===== src/rtl/seq_det_ctrl.sv =====
// seq_det_ctrl: configurable serial pattern detector with a run controller.
//
// A pattern of 1..MAXLEN bits is loaded through a valid/ready handshake. A start
// request arms the detector. While it runs, each valid serial bit is shifted into a
// history register, and every match against the pattern is counted. The run stops
// when the match count reaches a programmable target, or when an abort arrives.
//
// Ports
//   clk            clock; all state changes on the rising edge
//   reset          asynchronous, active-high reset
//   cfg_valid_i    configuration request
//   cfg_ready_o    configuration accepted this cycle (any state except RUN)
//   cfg_pattern_i  pattern; bit [len-1] is the oldest bit, bit [0] is the newest
//   cfg_len_i      pattern length, legal range 1..MAXLEN
//   cfg_target_i   matches before auto-stop; 0 runs until abort
//   cfg_overlap_i  1 allows overlapping matches, 0 needs len fresh bits per match
//   start_i        arm request, honoured in READY/DONE
//   abort_i        stop request, honoured in RUN (wins over start_i)
//   din_i          serial data bit
//   din_valid_i    qualifies din_i
//   match_o        one-cycle pulse per detected pattern
//   match_count_o  matches since the last start
//   busy_o         high in RUN
//   done_o         high in DONE
//   cfg_err_o      one-cycle pulse after a rejected configuration
module seq_det_ctrl #(
  parameter int unsigned MAXLEN = 8,
  parameter int unsigned CNTW   = 8
) (
  input  logic              clk,
  input  logic              reset,
  input  logic              cfg_valid_i,
  output logic              cfg_ready_o,
  input  logic [MAXLEN-1:0] cfg_pattern_i,
  input  logic [3:0]        cfg_len_i,
  input  logic [CNTW-1:0]   cfg_target_i,
  input  logic              cfg_overlap_i,
  input  logic              start_i,
  input  logic              abort_i,
  input  logic              din_i,
  input  logic              din_valid_i,
  output logic              match_o,
  output logic [CNTW-1:0]   match_count_o,
  output logic              busy_o,
  output logic              done_o,
  output logic              cfg_err_o
);

  localparam int unsigned FillW = $clog2(MAXLEN + 1);
  localparam int unsigned CmpW  = (FillW > 4) ? FillW : 4;

  typedef enum logic [1:0] {StIdle, StReady, StRun, StDone} state_e;

  state_e            state_q;
  logic [MAXLEN-1:0] pat_q;
  logic [3:0]        len_q;
  logic [CNTW-1:0]   tgt_q;
  logic              ovl_q;
  // Only MAXLEN-1 history bits are stored: the oldest bit of a full-length window is
  // needed solely in the cycle it is compared, where it comes from the shifted view.
  logic [MAXLEN-2:0] hist_q;
  logic [FillW-1:0]  fill_q;
  logic [CNTW-1:0]   cnt_q;
  logic              match_q;
  logic              cfg_err_q;

  logic [MAXLEN-1:0] hist_upd;
  logic [FillW-1:0]  fill_upd;
  logic [MAXLEN-1:0] len_mask;
  logic [CNTW-1:0]   cnt_upd;
  logic              hit;
  logic              cfg_ok;

  always_comb begin
    hist_upd = {hist_q, din_i};
    fill_upd = (fill_q == FillW'(MAXLEN)) ? fill_q : fill_q + FillW'(1);
    // len == MAXLEN wraps the shift to zero, giving an all-ones mask.
    len_mask = (MAXLEN'(1) << len_q) - MAXLEN'(1);
    hit      = din_valid_i && (CmpW'(fill_upd) >= CmpW'(len_q)) &&
               ((hist_upd & len_mask) == (pat_q & len_mask));
    // With no target the count saturates; with a target the run stops first.
    cnt_upd  = ((tgt_q == '0) && (cnt_q == '1)) ? cnt_q : cnt_q + CNTW'(1);
    cfg_ok   = (cfg_len_i != 4'd0) && (32'(cfg_len_i) <= MAXLEN);
  end

  always_ff @(posedge clk or posedge reset) begin
    if (reset) begin
      state_q   <= StIdle;
      pat_q     <= '0;
      len_q     <= '0;
      tgt_q     <= '0;
      ovl_q     <= 1'b0;
      hist_q    <= '0;
      fill_q    <= '0;
      cnt_q     <= '0;
      match_q   <= 1'b0;
      cfg_err_q <= 1'b0;
    end else begin
      match_q   <= 1'b0;
      cfg_err_q <= 1'b0;
      case (state_q)
        StIdle, StReady, StDone: begin
          if (cfg_valid_i) begin
            if (cfg_ok) begin
              pat_q   <= cfg_pattern_i;
              len_q   <= cfg_len_i;
              tgt_q   <= cfg_target_i;
              ovl_q   <= cfg_overlap_i;
              state_q <= StReady;
            end else begin
              cfg_err_q <= 1'b1;
            end
          end
          // Placed after the config branch so an accepted start takes precedence.
          if (start_i && (state_q != StIdle)) begin
            state_q <= StRun;
            cnt_q   <= '0;
            hist_q  <= '0;
            fill_q  <= '0;
          end
        end
        StRun: begin
          if (din_valid_i) begin
            hist_q <= hist_upd[MAXLEN-2:0];
            fill_q <= fill_upd;
            if (hit) begin
              match_q <= 1'b1;
              cnt_q   <= cnt_upd;
              if (!ovl_q) begin
                fill_q <= '0;
                hist_q <= '0;
              end
              if ((tgt_q != '0) && (cnt_upd == tgt_q)) begin
                state_q <= StDone;
              end
            end
          end
          // A match on the abort sample is still counted above; abort sets the state.
          if (abort_i) begin
            state_q <= StReady;
          end
        end
        default: state_q <= StIdle;
      endcase
    end
  end

  assign cfg_ready_o   = (state_q != StRun);
  assign busy_o        = (state_q == StRun);
  assign done_o        = (state_q == StDone);
  assign match_o       = match_q;
  assign match_count_o = cnt_q;
  assign cfg_err_o     = cfg_err_q;

endmodule


===== config.mk =====
export PLATFORM = sky130hd
export DESIGN_NAME = seq_det_ctrl
export DESIGN_NICKNAME = d
export VERILOG_FILES = /design/src/rtl/seq_det_ctrl.sv
export SDC_FILE = /design/constraint.sdc
export NUM_CORES = 1
export LEC_CHECK = 0
export CORE_ASPECT_RATIO = 0.9
export CORE_MARGIN = 2
export CORE_UTILIZATION = 57
export DETAILED_ROUTE_END_ITERATION = 16
export PLACE_DENSITY = 0.84
export SLEW_MARGIN = 20
export SYNTH_ARGS = -nofsm -noshare
export SYNTH_HDL_FRONTEND = slang
export SYNTH_SLANG_ARGS = --single-unit

===== constraint.sdc =====
create_clock -name clk -period 4.3 [get_ports clk]
set_input_delay 1.075 -clock clk [delete_from_list [all_inputs] [get_ports clk]]
set_output_delay 1.075 -clock clk [all_outputs]
set_load 0.02 [all_outputs]

==> results.cfg <==
[status]
status = finished, final reports clean

[synth]
syn_area_um2 = 2520
synth-xor-area-share = 0.0731
synth_async_sr_flop_share = 1.00
yosysSeqAreaShare = 0.437
netlist_instances = 239
yosys-top-cells-area = dfrtp_1, mux2_2, xnor2_1
yosysTopAreaCell = dfrtp_1
synth_adder_area_share = 0.0398
synth_compound_area_frac = 0.168
synth_cell_types = 49
synth_commonest_cells = dfrtp_1, mux2_2, nand2_1
synth.most_common_cell = dfrtp_1
synth_seq_cells = 44
synth_mux_area_frac = 0.0974
synth_edf_count = 0
syn_area_per_cell_um2 = 10.5
synth_nets = 275
synth_top_family_by_area = compound AO/OA/AOI/OAI gates
synth-main-ff-cell = dfrtp_1
yosys_warnings = 0
yosysTopAreaCellShare = 0.437
yosys.area_share.simple = 0.149

[worst_setup_path]
critPathSlowestCell = dfrtp_1
r2r_setup_slack_ps = 1250
startpoint = fill_q[0]$_DFFE_PP0P_
crit_cells = 14
worst_path_dominant_cell_family = simple AND/OR/NAND/NOR gates
crit_chain = inv_1 > ha_1 > nand2_1 > or2_2 > xnor2_1 > inv_1 > ha_1 > nand2b_1 > a211oi_1 > o21bai_1 > and3_1 > a31oi_1 > buf_4 > a22o_1
endpoint = hist_q[4]$_DFFE_PP0P_
path_buf_inv = 3
critPathMaxStageDelay_ps = 410
r2r-end = hist_q[4]$_DFFE_PP0P_
r2r_start = fill_q[0]$_DFFE_PP0P_
crit_arrival_ps = 3280
critical_path_class = flip-flop to flip-flop
cp_max_fo = 11
start_kind = flip-flop
r2r_cells = 14
cp.required_ps = 4530
crit_path_end_kind = flip-flop

[final_layout]
finalNetCount = 315
syn2layout_area_growth_pct = 21.6
diodes = 0
final_cells = 340
drive_above_1_share = 0.132

[pwr]
swShare = 0.382
p_seq_frac = 0.421
power.total_mw = 1.60
max-vdd-ir-drop_uv = 325
clkPwrFrac = 0.165
p_leak_nw = 1.27
power.switching_mw = 0.611
comb_power_share = 0.414
power_density_nw_per_um2 = 522
p_int_mw = 0.987

[global_routing]
grt_max_degree = 32
grt_pass1_vias = 1877
overflow = 0
antenna_found_initial = 0
grt_usage = 0.240
grt_pass1_wl_um = 9000

[cts]
ctsResizeCount = 0
cts_tree = done
clock_latency_ps = 290
max-clock-path-buffers = 2
htreeDepth = 2
cts_setup_buffers = 0
cts_sinks = 44
root_buffer = clkbuf_8
cts_buffers = 5
path_clk_slew_ps = 80
hold_buffers = 0

[sta]
setup_ws_ps = 1250
finalClockSkew_ps = 5.62
setup_tns_ps = 0
slew-limit-headroom = 0.392
clock.fmax_mhz = 328
fin_crit_ps = 3050
finalCritPeriodShare = 0.710
rsz0062_at_grt = false
hold_viol = 0
hold-worst-slack_ps = 523
setup_viol = 0
finalMaxSlewViolations = 0
tightest_slew_ps = 911

[worst_hold_path]
hold_start = state_q[1]$_DFFE_PP0P_
hold_class = flip-flop to flip-flop

[die]
core_um2 = 4160
die_area_um2 = 4960
io_pins = 41
die_height_um = 67.0
chipWidth_um = 74.1
row_count = 22
start_util = 0.606

[placed_design]
place_ws_ps = 1300
dp_hpwl_um = 4150
placed_cells = 332
portBuffers = 40
gp_congestion = 0.902

[drt]
drc = 0
vias = 2059
drt_first_pass_iters = 5
antenna_left = 0
via_per_inst = 6.06
drtIter0Drc = 128
routed_wl_um = 5530
wl_per_cell_um = 16.3

[run]
cap_violations = 0
-- routing by layer --
metal / track usage / vias to the layer above / share of wire
met5: 0 / - / 0
met4: 0.0841 / 0 / 0.011
met3: 0.0530 / 7 / 0.067
met2: 0.346 / 89 / 0.44
met1: 0.352 / 989 / 0.48
li1: - / 974 / -
-- power groups by stage --
stage,clock network (mW),logic [mW],registers (mW)
detailed placement,0,0.656,0.678
global placement,0,0.632,0.673
floorplan,0,0.525,0.626
global route,0.289,0.726,0.692
CTS,0.267,0.659,0.670
finish,0.263,0.662,0.673
-- placed cells by master, fill, tap and decap left out, drive strengths merged, types with 6 or more instances in the layout --
master / netlist / final
xnor2: 12 / 12
xor2: 9 / 9
a22o: 11 / 11
nand4: 6 / 6
inv: 11 / 10
o21ai: 8 / 8
nor3: 7 / 7
nand3: 7 / 7
dfrtp: 44 / 44
mux2: 20 / 20
ha: 8 / 8
clkdlybuf4s50: 0 / 40
nand2: 16 / 16
nor2: 8 / 8
a31oi: 6 / 6
clkbuf: 7 / 6
-- metrics by stage --
step,cell area [um^2],util
6_report,3060,0.736
5_1_grt,3060,0.736
4_1_cts,3060,0.736
3_5_place_dp,2970,0.714
3_3_place_gp,2970,0.714
2_1_floorplan,2520,-
-- kinds of logic (layout without fill, tap and decap cells) --
kind of cell,after synthesis,in the layout
xor gates and xnor gates,21,21
and+or+nand+nor,66,66
adders and majority gates,8,8
muxes,22,22
DFF,44,44
buffers and inverters,21,62
AOI/OAI and AO/OA,57,57
-- how the worst min path moves through the flow --
stage,to,slack [ps],cells past startpoint
after global placement,ovl_q$_DFFE_PP0P_,490,1
after CTS,state_q[1]$_DFFE_PP0P_,530,1
after global routing,pat_q[3]$_DFFE_PP0P_,560,1
after detailed placement,state_q[1]$_DFFE_PP0P_,510,1
final,state_q[1]$_DFFE_PP0P_,520,1
after floorplan,state_q[1]$_DFFE_PP0P_,480,1
-- area by class of cell --
cell class,count,area [um^2]
Multi-Input combinational cell,174,1330
Inverter,11,41.3
Tap cell,60,75.1
Sequential cell,44,1100
Clock inverter,2,10.0
Clock buffer,6,82.6
Timing Repair Buffer,43,423
Fill cell,300,1100
-- sequential cells by signal, indices dropped and copies added, names as in the netlist --
signal	flops
cfg_err_o	1
fill_q	4
hist_q	7
len_q	4
match_count_o	8
match_o	1
ovl_q	1
pat_q	8
state_q	2
tgt_q	8
Note: power is estimated with default switching activity, not from simulation.
